`src/rtl/cpu_pkg.sv`:
```
// Shared core definitions: multiply-unit state encoding, the opcodes the control
// unit decodes into mul_start/mf_req, and the default datapath width.
package cpu_pkg;

  localparam int DATA_W = 16;

  typedef enum logic [1:0] {
    IDLE = 2'd0,
    RUN  = 2'd1,
    DONE = 2'd2
  } mul_state_t;

  localparam logic [3:0] OP_RTYPE = 4'b0000;
  localparam logic [3:0] OP_MUL   = 4'b0001;
  localparam logic [3:0] OP_MFHI  = 4'b0010;
  localparam logic [3:0] OP_MFLO  = 4'b0011;
  localparam logic [3:0] OP_MULI  = 4'b0101;

endpackage

```
`src/rtl/mul_shift_add_core.sv`:
```
// Radix-2 shift-add datapath on operand magnitudes; the sign is applied
// combinationally to the finished accumulator.
module mul_shift_add_core #(
  parameter int DATA_W = 16
) (
  input  logic                  clk,
  input  logic                  rst_n,
  input  logic                  load,
  input  logic                  step,
  input  logic [DATA_W-1:0]     operand_a,
  input  logic [DATA_W-1:0]     operand_b,
  output logic [2*DATA_W-1:0]   product
);

  logic [DATA_W-1:0]   mcand;
  logic [DATA_W-1:0]   mplier;
  logic [DATA_W-1:0]   acc_hi;
  logic [DATA_W-1:0]   acc_lo;
  logic                neg;
  logic [DATA_W-1:0]   a_mag;
  logic [DATA_W-1:0]   b_mag;
  logic [DATA_W:0]     sum;
  logic [2*DATA_W-1:0] acc_full;

  // Negating 0x8000 yields 0x8000, which is the correct magnitude read as unsigned.
  assign a_mag = operand_a[DATA_W-1] ? -operand_a : operand_a;
  assign b_mag = operand_b[DATA_W-1] ? -operand_b : operand_b;

  // NOTE: every signal assigned in always_comb gets a default first, so no path leaves it unassigned and no latch is inferred.
  always_comb begin
    sum = {1'b0, acc_hi};
    if (mplier[0]) sum = {1'b0, acc_hi} + {1'b0, mcand};
  end

  // NOTE: state registers use non-blocking assignments so every flop samples pre-edge values, independent of statement order.
  always_ff @(posedge clk or negedge rst_n) begin
    if (!rst_n) begin
      mcand  <= '0;
      mplier <= '0;
      acc_hi <= '0;
      acc_lo <= '0;
      neg    <= 1'b0;
    end else if (load) begin
      mcand  <= a_mag;
      mplier <= b_mag;
      acc_hi <= '0;
      acc_lo <= '0;
      neg    <= operand_a[DATA_W-1] ^ operand_b[DATA_W-1];
    end else if (step) begin
      // The add carry lands in sum[DATA_W] and is shifted down into acc_hi.
      acc_hi <= sum[DATA_W:1];
      acc_lo <= {sum[0], acc_lo[DATA_W-1:1]};
      mplier <= mplier >> 1;
    end
  end

  assign acc_full = {acc_hi, acc_lo};
  assign product  = neg ? -acc_full : acc_full;

endmodule

```
`src/rtl/mul_hilo_sequencer.sv`:
```
// Multi-cycle signed multiply with HI/LO pair: sequences the shift-add core,
// commits the product and stalls the pipeline while a multiply is in flight.
module mul_hilo_sequencer #(
  parameter int DATA_W = cpu_pkg::DATA_W
) (
  input  logic              clk,
  input  logic              rst_n,
  input  logic              mul_start,
  input  logic [DATA_W-1:0] operand_a,
  input  logic [DATA_W-1:0] operand_b,
  input  logic              flush,
  input  logic              mf_req,
  input  logic              mf_hi,
  output logic [DATA_W-1:0] mf_data,
  output logic              stall,
  output logic              busy,
  output logic              done,
  output logic [DATA_W-1:0] hi,
  output logic [DATA_W-1:0] lo
);
  import cpu_pkg::*;

  localparam int CNT_W = $clog2(DATA_W) + 1;

  localparam logic [1:0] ST_IDLE = IDLE;
  localparam logic [1:0] ST_RUN  = RUN;
  localparam logic [1:0] ST_DONE = DONE;

  localparam logic [CNT_W-1:0] LAST_CNT = CNT_W'(DATA_W - 1);

  logic [1:0]          state;
  logic [CNT_W-1:0]    cnt;
  logic                load;
  logic                step;
  logic [2*DATA_W-1:0] product;

  // A flushed instruction must not issue, so flush also blocks a start in IDLE.
  assign load = (state == ST_IDLE) && mul_start && !flush;
  assign step = (state == ST_RUN) && !flush;

  mul_shift_add_core #(.DATA_W(DATA_W)) u_core (
    .clk       (clk),
    .rst_n     (rst_n),
    .load      (load),
    .step      (step),
    .operand_a (operand_a),
    .operand_b (operand_b),
    .product   (product)
  );

  always_ff @(posedge clk or negedge rst_n) begin
    if (!rst_n) begin
      state <= ST_IDLE;
      cnt   <= '0;
      hi    <= '0;
      lo    <= '0;
    end else begin
      case (state)
        ST_IDLE: begin
          if (load) begin
            state <= ST_RUN;
            cnt   <= '0;
          end
        end
        ST_RUN: begin
          if (flush) begin
            state <= ST_IDLE;
          end else begin
            cnt <= cnt + 1'b1;
            if (cnt == LAST_CNT) state <= ST_DONE;
          end
        end
        ST_DONE: begin
          if (!flush) begin
            hi <= product[2*DATA_W-1:DATA_W];
            lo <= product[DATA_W-1:0];
          end
          state <= ST_IDLE;
        end
        default: state <= ST_IDLE;
      endcase
    end
  end

  assign busy    = (state != ST_IDLE);
  assign done    = (state == ST_DONE) && !flush;
  assign stall   = busy | (mf_req & busy);
  // Read-before-write: a read in the same IDLE cycle as an issue sees old HI/LO.
  assign mf_data = mf_hi ? hi : lo;

endmodule

```
`config.mk`:
```
export PLATFORM = sky130hd
export DESIGN_NAME = mul_hilo_sequencer
export DESIGN_NICKNAME = d
export VERILOG_FILES = /design/src/rtl/cpu_pkg.sv /design/src/rtl/mul_shift_add_core.sv /design/src/rtl/mul_hilo_sequencer.sv
export SDC_FILE = /design/constraint.sdc
export NUM_CORES = 1
export LEC_CHECK = 0
export CORE_MARGIN = 3
export CORE_UTILIZATION = 50
export CTS_BUF_LIST = sky130_fd_sc_hd__clkbuf_8 sky130_fd_sc_hd__clkbuf_16
export DETAILED_ROUTE_END_ITERATION = 6
export PLACE_DENSITY = 0.74
export SKIP_LAST_GASP = 1
export SLEW_MARGIN = 15
export SYNTH_ARGS = -nofsm -noshare
export SYNTH_HDL_FRONTEND = slang
export SYNTH_HIERARCHICAL = 1
export SYNTH_SLANG_ARGS = --single-unit
```
`constraint.sdc`:
```
create_clock -name clk -period 3.13 [get_ports clk]
set_input_delay 0.4695 -clock clk [delete_from_list [all_inputs] [get_ports clk]]
set_output_delay 0.4695 -clock clk [all_outputs]
set_load 0.02 [all_outputs]
```
**Word-level counts from Yosys, hierarchy flattened**

Cells that the tools add are included.

- Add/subtract/negate cells: 5
- Reductions and logical operators: 12
- Bitwise logic cells: 4
- Muxes and demuxes: 18
- Equality and inequality tests: 6

Operators with widths:

| operator | number |
|---|---|
| 2-to-1 mux 16 bit | 9 |
| 2-to-1 mux 32 bit | 1 |
| negation 16 bit | 2 |
| negation 32 bit | 1 |
| adder 16 x 16 -> 17 bit | 1 |
| 2-to-1 mux 17 bit | 1 |
| 2-to-1 mux 5 bit | 2 |
| one-hot mux 5 bit (2 select lines) | 1 |
| 2-to-1 mux 2 bit | 3 |
| nonzero test 2 bit | 3 |
| adder 5 x 1 -> 5 bit, second input constant | 1 |
| == test 5 x 4 -> 1 bit, second input constant | 1 |
| logical AND 1 bit | 4 |
| inequality test 2 bit, second input constant | 2 |
| one-hot mux 2 bit (2 select lines) | 1 |
| AND reduction 2 bit | 2 |
| inequality test 3 x 2 -> 1 bit, second input constant | 1 |
| AND reduction 3 bit | 1 |
| == test 2 x 1 -> 1 bit, second input constant | 1 |
| == test 2 bit, second input constant | 1 |
| logical NOT 2 bit | 1 |
| AND 1 bit | 1 |
| logical NOT 1 bit | 1 |
| inverter 1 bit | 1 |
| other kinds (2) | 2 |

- Output and inout bits: 51
- Input bits: 38
- Register bits: 104
- Word-level logic and storage cells: 54

**Depth between registers and ports, before layout**

- Depth in word-level cells: 5
- Mapped depth: 9
- Depth with buffers taken out: 9

**Cells and area by module**

The synthesis kept the hierarchy.

By module, submodules not included:

| module | instances | area each (um^2) | sequential area each (um^2) | cells each |
|---|---|---|---|---|
| mul_shift_add_core | 1 | 4824.6 | 1626.6 | 541 |
| mul_hilo_sequencer | 1 | 1761.7 | 975.9 | 120 |

**Least setup slack after synthesis**

Ideal clock, no wire load.

- Path kind: register to register
- Start: reg u_core.acc_hi[1]
- End: reg hi[13]
- Data arrival time: 2.606 ns
- Path buffers: 0
- Period minus slack after synthesis: 2.730 ns
- Required time: 3.005 ns
- Stages on the path, launching flop included: 8
- Path slack: 0.400 ns
- Setup time: 0.125 ns
- Cell sequence: dfrtp_1 or4_4 or3_4 or3_4 or3_4 o41ai_4 xnor2_1 mux2_2

- Longest elaborated chain between the ends: 2

RTL lines:

| what | line | source |
|---|---|---|
| start: declaration | mul_shift_add_core.sv:17 | `logic [DATA_W-1:0] acc_hi;` |
| start signal: assignment | mul_shift_add_core.sv:51 | `acc_hi <= sum[DATA_W:1];` |
| negation 32 bit | mul_shift_add_core.sv:58 | `assign product = neg ? -acc_full : acc_full;` |
| 2-to-1 mux 32 bit | mul_shift_add_core.sv:58 |  |
| net product[29] | mul_hilo_sequencer.sv:35 | `logic [2*DATA_W-1:0] product;` |
| end signal: assignment | mul_hilo_sequencer.sv:75 | `hi <= product[2*DATA_W-1:DATA_W];` |
| end: declaration | mul_hilo_sequencer.sv:18 | `output logic [DATA_W-1:0] hi,` |

The timed path passes the listed nets, and every way through them passes these cells.
A chain may end at the register's enable or synchronous reset.

**Final worst setup path**

- Start: reg u_core.acc_hi[1]
- End: reg hi[11]

The elaborated chain is that of the path after synthesis.

==> results.toml <==
[outcome]
status = "completed"

[placement]
pre_cts_slack_ns = 0.1617
io_buffers = 87
dp.cells = 891
dpl_cell_area_um2 = 7612
gp_routability_congestion = 0.8628
dp_hpwl_um = 10670

[logic_synthesis]
syn_area_um2 = 6586
synth-main-ff-cell = "dfrtp_1"
synth_edf_count = 0
syn_nets = 721
ys_seq_area_share_pct = 39.51
synth_cell_type_count = 64
syn_area_per_cell_um2 = 9.964
ys_top_cells_by_count = "104 x dfrtp_1, 52 x nor2_1, 48 x mux2_2, 42 x xnor2_1, 40 x o21ai_0"
ys_ff_latch = 104
async_flop_share_pct = 100.0
post_synth_main_area_contributors = "dfrtp_1 40%, mux2_2 8.2%, mux2i_1 5.9%, xnor2_1 5.6%, ha_1 4.0%"
synth_top_area_share_pct = 39.51
synth.largest_area_cell = "dfrtp_1"
yosysMostFrequentCell = "dfrtp_1"
synth_cells = 661
yosysWarnings = 6

[clocking]
htreeDepth = 3
clockBufferDepth = 2
cts_sinks = 104
cts_buffers = 9
path_clk_slew_ns = 0.07
clockRootBuffer = "clkbuf_16"
tritoncts = "built"
cts_hold_buffers = 0
cts_resized = 0
clock_latency_ns = 0.34
post_cts_buffers = 0

[floorplan]
rows = 41
start_util_pct = 51.56
fp.dieW_um = 120.8
die_area_um2 = 14590
design.core.area_um2 = 12770
die_h_um = 120.8
io-pin-count = 89

[grt]
grt_max_degree = 61
grt_pass1_vias = 5078
grt_antenna_before_repair = 0
grt.overflow.total = 0
grt_pass1_wl_um = 25050
gr-usage-all-layers_pct = 20.85

[pwr]
p_leak_nw = 3.425
ir_worst_vdd_mv = 0.2903
p_per_area_nw_per_um2 = 621.3

[worst_setup_path]
arrival_ns = 3.14
cp_max_fo = 6
cp-start-kind = "register"
required_ns = 3.35
endpoint_kind = "register"
path_class = "reg2reg"

[drt]
wl_per_cell_um = 16.07
first_pass_iters = 4
ant_nets = 0
drc = 0
routed_wirelength_um = 14580
vias_per_cell = 5.665
vias = 5138
drt_iter0_drc = 302

[timing]
worst_clock_skew_ns = 0.008143
finalWorstSetupSlack_ns = 0.2167
clock.fmax_ghz = 0.3432
period_share_pct = 93.08
slew_viol_final = 0
worst_pin_slew_ns = 0.7757
hold_viol = 0
setup_viol = 0
max_slew_margin_pct = 48.29
rsz0062_at_grt = "no"
min_period_ns = 2.913
tns_ns = 0

[layout]
final_cells = 907
fin_util_pct = 62.08
ff_latch_area_um2 = 2603
n_antenna_cell = 0
fin_nets = 790
fillerInstances = 1042
synthToLayoutAreaGrowth_pct = 20.40
multi_input_area_um2 = 3736
drive_gt1_share_pct = 12.93
final_cell_area_um2 = 7930

[hold_path]
min_path_type = "in2async"

[run]
max_cap_viol_count = 0
[stage by stage]
step	power, mW	hold slack [ns]
final	4.927	0.06297
after global routing	5.289	0.08460
after CTS	4.949	0.06094
after detailed placement	3.754	0.4342
after global placement	3.700	0.4342
after floorplan	3.252	0.1739
[path summary, 6_finish.rpt]
path	startpoint	to	slack [ns]	depth (start not counted)
max in group asynchronous	rst_n	u_core/mcand[4]	2.33	2
worst max-delay path	u_core/acc_hi[1]	hi[11]	0.22	7
worst min register to register	cnt[4]	cnt[4]	0.50	1
worst max register to register	u_core/acc_hi[1]	hi[11]	0.22	7
worst min-delay path	rst_n	cnt[2]	0.06	1
min in group clk	cnt[4]	cnt[4]	0.50	1
[per-layer routing]
layer  routed length [um]  share of wire (%)  vias to the layer above  track usage (%)
met1                 6808                 47                     2454            28.93
met4                  172                1.2                        0            5.453
met3                  674                4.6                       15            3.087
met5                    0                  0                        -                0
li1                     -                  -                     2542                -
met2                 6921                 47                      127            34.37
[critical path, cell delays in order (launching register included)]
cell	delay, ns
dfrtp_1	0.45
or4_4	0.57
or3_4	0.35
or3_4	0.36
or3_4	0.43
o21ai_0	0.23
xnor2_1	0.12
mux2_2	0.28
[power by group]
part	switching [mW]	internal [mW]	total, mW
Combinational	1.04	0.890	1.94
Sequential	0.285	1.54	1.82
Clock	0.482	0.686	1.17
[kinds of logic after synthesis]
kind of cell | Yosys count | synth area share (%)
xor gates and xnor gates | 67 | 8.910
muxes | 88 | 14.30
adders and majority gates | 22 | 4.293
and+or+nand+nor | 164 | 13.18
AOI/OAI and AO/OA | 159 | 16.03
DFF | 104 | 39.51
buffers and inverters | 57 | 3.761
[flip-flops by register name, indices dropped and copies added, names as in the netlist]
name           flops
u_core/mplier     16
u_core/neg         1
u_core/acc_hi     16
u_core/acc_lo     16
hi                16
state              2
lo                16
cnt                5
u_core/mcand      16
[cell type report]
| cell class | instances | share of cell area [%] |
|---|---|---|
| clock buffer | 12 | 3.361 |
| clock inverter | 4 | 0.6469 |
| inverter | 17 | 0.8836 |
| multi-input combinational | 500 | 47.11 |
| sequential | 104 | 32.82 |
| tap | 172 | 2.714 |
| timing repair buffer | 98 | 12.46 |
[placed cells by master (no fill, tap or decap), drive strengths merged, types with 12 or more instances in the layout]
master,netlist,final
mux2i,39,39
inv,15,15
xnor2,42,42
clkdlybuf4s50,0,86
nor2b,15,15
nand2,33,33
o21ai,40,40
dfrtp,104,104
nor2,53,53
xor2,25,25
a21oi,37,37
mux2,49,49
buf,19,12
ha,21,21
clkbuf,21,12
o31ai,15,15
Note: power is estimated with default switching activity, not from simulation.
